File: src/rtl/tx_sample_buffer.sv
// -----------------------------------------------------------------------------
// tx_sample_buffer
//
// Buffers 12-bit ADC samples in a circular FIFO and presents one word at a
// time to a nibble transmitter. A word is offered on TxData while idle, is
// frozen for the three-nibble handshake (NIB0..NIB2), and is popped when the
// third Ack falling edge completes the transfer.
//
// Handshake: Req starts a transfer from IDLE. Each nibble is closed by a
// falling edge of Ack, seen as the registered Ack being 1 while the live Ack
// is 0. The transmitter may sample TxData at any point between Req and the
// third Ack fall; TxData does not change during that window.
//
// Ports
//   ExtClk     in   system clock, rising edge
//   ExtResetn  in   asynchronous active-low reset
//   AdcData    in   [11:0] sample from the ADC capture stage
//   AdcValid   in   one-cycle strobe qualifying AdcData
//   Clear      in   synchronous flush of FIFO and sticky flags
//   Req        in   transfer request
//   Ack        in   nibble acknowledge from the transmitter
//   TxData     out  [11:0] word presented to the transmitter
//   DataAvail  out  FIFO holds at least one word (registered)
//   Count      out  [AW:0] FIFO occupancy, 0..DEPTH
//   Overflow   out  sticky: a sample was dropped on a full FIFO
//   Underrun   out  sticky: a transfer started on an empty FIFO
//   FsmState   out  [1:0] transfer FSM state (0 IDLE, 1 NIB0, 2 NIB1, 3 NIB2)
// -----------------------------------------------------------------------------
module tx_sample_buffer #(
    parameter int DEPTH = 16,
    parameter int AW    = 4
) (
    input  logic          ExtClk,
    input  logic          ExtResetn,
    input  logic [11:0]   AdcData,
    input  logic          AdcValid,
    input  logic          Clear,
    input  logic          Req,
    input  logic          Ack,
    output logic [11:0]   TxData,
    output logic          DataAvail,
    output logic [AW:0]   Count,
    output logic          Overflow,
    output logic          Underrun,
    output logic [1:0]    FsmState
);

    typedef enum logic [1:0] {
        IDLE = 2'd0,
        NIB0 = 2'd1,
        NIB1 = 2'd2,
        NIB2 = 2'd3
    } state_t;

    localparam logic [AW:0] DEPTH_C = (AW+1)'(DEPTH);

    // Storage is not reset: contents are only visible through the pointers.
    logic [11:0]   mem_q [DEPTH];

    state_t        state_q;
    logic [11:0]   tx_data_q;
    logic          dry_q;
    logic          ack_q;
    logic [AW-1:0] wr_ptr_q, wr_ptr_d;
    logic [AW-1:0] rd_ptr_q, rd_ptr_d;
    logic [AW:0]   count_q, count_d;
    logic          overflow_q, overflow_d;
    logic          underrun_q, underrun_d;
    logic          data_avail_q;

    logic          ack_fall;
    logic          fifo_full;
    logic          fifo_empty;
    logic          pop;
    logic          wr_en;
    logic          start_xfer;

    assign ack_fall   = ack_q & ~Ack;
    assign fifo_full  = (count_q == DEPTH_C);
    assign fifo_empty = (count_q == '0);
    assign start_xfer = (state_q == IDLE) && Req;

    // Dry is forced to 1 by Clear, so a pop can never hit an empty FIFO.
    assign pop   = (state_q == NIB2) && ack_fall && !dry_q && !Clear;
    // A pop on the same edge frees a slot, so a write on a full FIFO is
    // still accepted in that case.
    assign wr_en = AdcValid && (!fifo_full || pop) && !Clear;

    // -------------------------------------------------------------------------
    // FIFO bookkeeping (next state)
    // -------------------------------------------------------------------------
    always_comb begin
        wr_ptr_d   = wr_ptr_q;
        rd_ptr_d   = rd_ptr_q;
        count_d    = count_q;
        overflow_d = overflow_q;
        underrun_d = underrun_q;

        if (Clear) begin
            wr_ptr_d   = '0;
            rd_ptr_d   = '0;
            count_d    = '0;
            overflow_d = 1'b0;
            underrun_d = 1'b0;
        end else begin
            if (wr_en) begin
                wr_ptr_d = wr_ptr_q + AW'(1);
            end
            if (pop) begin
                rd_ptr_d = rd_ptr_q + AW'(1);
            end
            case ({wr_en, pop})
                2'b10:   count_d = count_q + (AW+1)'(1);
                2'b01:   count_d = count_q - (AW+1)'(1);
                default: count_d = count_q;
            endcase
            if (AdcValid && !wr_en) begin
                overflow_d = 1'b1;
            end
            if (start_xfer && fifo_empty) begin
                underrun_d = 1'b1;
            end
        end
    end

    always_ff @(posedge ExtClk or negedge ExtResetn) begin
        if (!ExtResetn) begin
            wr_ptr_q     <= '0;
            rd_ptr_q     <= '0;
            count_q      <= '0;
            overflow_q   <= 1'b0;
            underrun_q   <= 1'b0;
            data_avail_q <= 1'b0;
        end else begin
            wr_ptr_q     <= wr_ptr_d;
            rd_ptr_q     <= rd_ptr_d;
            count_q      <= count_d;
            overflow_q   <= overflow_d;
            underrun_q   <= underrun_d;
            data_avail_q <= (count_d != '0);
        end
    end

    always_ff @(posedge ExtClk) begin
        if (wr_en) begin
            mem_q[wr_ptr_q] <= AdcData;
        end
    end

    // -------------------------------------------------------------------------
    // Transfer FSM with registered TxData
    // -------------------------------------------------------------------------
    always_ff @(posedge ExtClk or negedge ExtResetn) begin
        if (!ExtResetn) begin
            state_q   <= IDLE;
            tx_data_q <= 12'h000;
            dry_q     <= 1'b0;
            ack_q     <= 1'b0;
        end else begin
            ack_q <= Ack;
            case (state_q)
                IDLE: begin
                    if (Req) begin
                        state_q <= NIB0;
                        dry_q   <= fifo_empty || Clear;
                    end else if (!Ack) begin
                        // A flush in progress empties the FIFO, so show 0
                        // rather than the head that is being discarded.
                        if (fifo_empty || Clear) begin
                            tx_data_q <= 12'h000;
                        end else begin
                            tx_data_q <= mem_q[rd_ptr_q];
                        end
                    end
                end
                NIB0: begin
                    if (ack_fall) begin
                        state_q <= NIB1;
                    end
                    if (Clear) begin
                        dry_q <= 1'b1;
                    end
                end
                NIB1: begin
                    if (ack_fall) begin
                        state_q <= NIB2;
                    end
                    if (Clear) begin
                        dry_q <= 1'b1;
                    end
                end
                NIB2: begin
                    if (ack_fall) begin
                        state_q <= IDLE;
                    end
                    if (Clear) begin
                        dry_q <= 1'b1;
                    end
                end
                default: begin
                    state_q <= IDLE;
                end
            endcase
        end
    end

    assign TxData    = tx_data_q;
    assign DataAvail = data_avail_q;
    assign Count     = count_q;
    assign Overflow  = overflow_q;
    assign Underrun  = underrun_q;
    assign FsmState  = state_q;

endmodule

File: config.mk
export PLATFORM = sky130hd
export DESIGN_NAME = tx_sample_buffer
export DESIGN_NICKNAME = d
export VERILOG_FILES = /design/src/rtl/tx_sample_buffer.sv
export SDC_FILE = /design/constraint.sdc
export NUM_CORES = 1
export LEC_CHECK = 0
export ABC_AREA = 1
export ABC_CLOCK_PERIOD_IN_PS = 6100
export BUFFER_PORTS_ARGS = -buffer_cell sky130_fd_sc_hd__buf_2
export CAP_MARGIN = 0
export CORE_MARGIN = 1.5
export CORE_UTILIZATION = 55
export DETAILED_ROUTE_END_ITERATION = 12
export MAX_ROUTING_LAYER = met4
export PLACE_DENSITY = 0.72
export SLEW_MARGIN = 0
export SYNTH_ARGS = -nofsm -noshare
export SYNTH_HDL_FRONTEND = slang
export SYNTH_SLANG_ARGS = --single-unit
export TNS_END_PERCENT = 1
File: constraint.sdc
create_clock -name ExtClk -period 6.1 [get_ports ExtClk]
set_input_delay 0.305 -clock ExtClk [delete_from_list [all_inputs] [get_ports ExtClk]]
set_output_delay 0.305 -clock ExtClk [all_outputs]
set_load 0.05 [all_outputs]
==> impl_metrics.csv <==
group,metric,value,unit
placement,post-place-ws,3.114,ns
critical_path,worstPathArrival,3.38,ns
synthesis,synth.distinct_cells,30,
power_and_ir_drop,pwr_density_cell,342.1,nW/µm²
cts,path_clk_slew,0.06,ns
finish,drive_above_1_share,0.1137,
drt,drt-initial-drc-count,593,
sta,tns,0,ns
sta,fmax,334.3,MHz
die,io-pin-count,40,
global_route,grt_pass1_vias,6155,
critical_path,startpoint,"FsmState[0]",
sta,max_slew_margin,0.1487,
die,initial_utilization,0.5648,
synthesis,ys_warn_count,0,
sta,period_needed,2.992,ns
run_status,status,"complete, no violations",
power_and_ir_drop,power_leakage,3.942,nW
drt,drc,0,
finish,final_common_cell,"edfxtp_1",
global_route,top_usage_layer,"met2",
cts,clockBufferDepth,3,
global_route,antenna_found_initial,0,
sta,fin_skew,0.02529,ns
placement,place_inst,1030,
drt,detail_route.wl_per_cell,18.87,µm
finish,final_cells,1073,
hold_path,worstHoldStart,"Req",
global_route,met1_usage,0.3175,
die,die-area,17880,µm²
placement,place_congestion,0.8053,
critical_path,crit_type,"reg -> reg",
job,max-cap-violations,0,
finish,seq_area,6568,µm²
critical_path,path_max_fanout,7,
sta,final_max_slew_viol_count,0,
finish,fillCellCount,1246,
drt,dr.pass1.iters,7,
synthesis,syn_inst,799,
cts,cts-root-buf,"clkbuf_16",
critical_path,critPathCaptureType,"flip-flop",
finish,n_antenna_cell,0,
die,rows,47,
global_route,grt_first_pass_wirelength,32.14,mm
sta,fin_crit_sh,0.4905,
critical_path,start_kind,"flip-flop",
global_route,grt_max_degree,96,
synthesis,synth.avg_cell_area,11.76,µm²
critical_path,r2r_start,"FsmState[0]",
synthesis,yosysSeqAreaShare,0.6986,
sta,timing.hold.ws,0.09561,ns
sta,setup_violations,0,
sta,rsz0062_at_grt,"false",
finish,multi_input_area,2406,µm²
synthesis,yosys.area.top_type,"edfxtp_1",
cts,cts.sinks,224,
hold_path,hold_path.class,"in -> reg",
drt,drt-vias-per-instance,5.720,
drt,postRouteWirelength,20.25,mm
placement,port_buffers,39,
cts,cts_max_level,1,
synthesis,syn_nets,829,
finish,final_cell_mix,"edfxtp_1 (192), nor2_1 (145), nand2_1 (90), o21ai_0 (81), inv_1 (47)",
sta,hold_viol_final,0,
power_and_ir_drop,power,3.588,mW
drt,drtAntennaViolNets,0,
finish,postLayoutCellArea,10490,µm²
global_route,grt_util_all_layers,0.2416,
synthesis,synth_area_leaders,"edfxtp_1 (61%), dfrtp_1 (8.5%), nor2_1 (5.8%), o21ai_0 (4.3%), o211ai_1 (3.7%)",
global_route,overflow,0,
critical_path,cp.required,6.49,ns
cts,cts_tree,"yes",
cts,cts_buffers,23,
finish,post-route-util,0.6303,
global_route,grt.met2_usage,0.3963,
finish,area_growth,11.59,%
synthesis,synth_seq_cells,224,
drt,dr_total_vias,6138,
die,die-width,133.7,µm
placement,place_area,9737,µm²
sta,tightest_slew,1.272,ns
die,core,16640,µm²
synthesis,synthesis.area,9399,µm²
synthesis,netlist.area_leader.share,0.6134,
cts,worst_skew_pair.late_latency,0.52,ns
die,die_h,133.7,µm
placement,detailed_place_hpwl,12.16,mm
power_and_ir_drop,vdd_drop_max,0.2552,mV
global_route,grt_use_met3,0.03272,
cts,cts_resized,0,
sta,worst_slack,3.108,ns
finish,nNetsFinal,867,
## critical path, stage by stage (launching register included)
cell     delay [ns]
dfrtp_1        0.40
ha_1           0.19
nand2_1        0.09
nor2_4         0.13
nand2_2        0.07
nand2_1        0.06
inv_1          0.05
nand2_1        0.06
nand2_2        0.08
nor2_4         0.23
inv_1          0.10
ha_1           0.29
nand2_1        0.12
inv_1          0.06
nor2_1         0.14
ha_1           0.16
inv_1          0.03
nand2_1        0.08
xor2_1         0.15
nand2_1        0.06
nand2_1        0.08
nand2_1        0.05
a21oi_1        0.11
nand2_1        0.06
## sequential cells by signal, indices dropped and copies added (netlist names)
signal / cells
Overflow: 1
TxData: 12
Underrun: 1
rd_ptr_q: 4
ack_q: 1
Count: 5
dry_q: 1
mem_q: 192
FsmState: 2
DataAvail: 1
wr_ptr_q: 4
## logic make-up (layout without fill, tap and decap cells)
| logic type | Yosys count | in the layout | share of synthesized area |
|---|---|---|---|
| AOI/OAI and AO/OA | 179 | 179 | 0.1084 |
| xor gates and xnor gates | 4 | 4 | 0.003728 |
| buffers and inverters | 92 | 146 | 0.04539 |
| and+or+nand+nor | 288 | 288 | 0.1279 |
| DFF | 224 | 224 | 0.6986 |
| adders and majority gates | 12 | 12 | 0.01597 |
## cells in the mapped netlist (all sizes together)
cell type  count
nor4           1
xor2           3
clkinv         1
buf           22
dfrtp         32
nor3           2
nand4          2
edfxtp       192
o211ai        46
o21ai        106
clkbuf        20
ha            12
xnor2          1
inv           49
nand3         39
o31ai          2
or2            1
o21a           1
nand2         96
a21oi         24
nor2         147
## final timing paths
kind | end | slack [ns] | cells past startpoint
min in group asynchronous | Count[2] | 0.40 | 2
max | DataAvail | 3.11 | 23
max reg2reg | DataAvail | 3.11 | 23
min | Underrun | 0.1 | 3
max in group asynchronous | rd_ptr_q[0] | 5.21 | 2
min reg2reg | TxData[3] | 0.47 | 2
## where the power goes
group | switching (mW) | internal (mW)
clock | 0.547 | 0.819
combinational | 0.345 | 0.113
sequential | 0.0389 | 1.72
total | 0.931 | 2.66
## routing by layer
layer  wire length (µm)  vias up
li1                   -     2885
met1               8391     2973
met2               9894      232
met3               1447       48
met4                512        0
met5                  0        -
## area by class of cell
cell class,count,share of cell area
clock buffers,29,0.05702
clock inverters,12,0.01276
inverters,50,0.01789
multi-input cells,483,0.2294
flip-flops and latches,224,0.6261
well taps,220,0.02624
repair buffers,55,0.03054
## repair_timing
action / CTS / global route
buffers inserted: 0 / 0
hold endpoints to repair: 33 / 0
setup endpoints to repair: 0 / 0
hold buffers: 2 / 0
(Power assumes the default switching activity.)
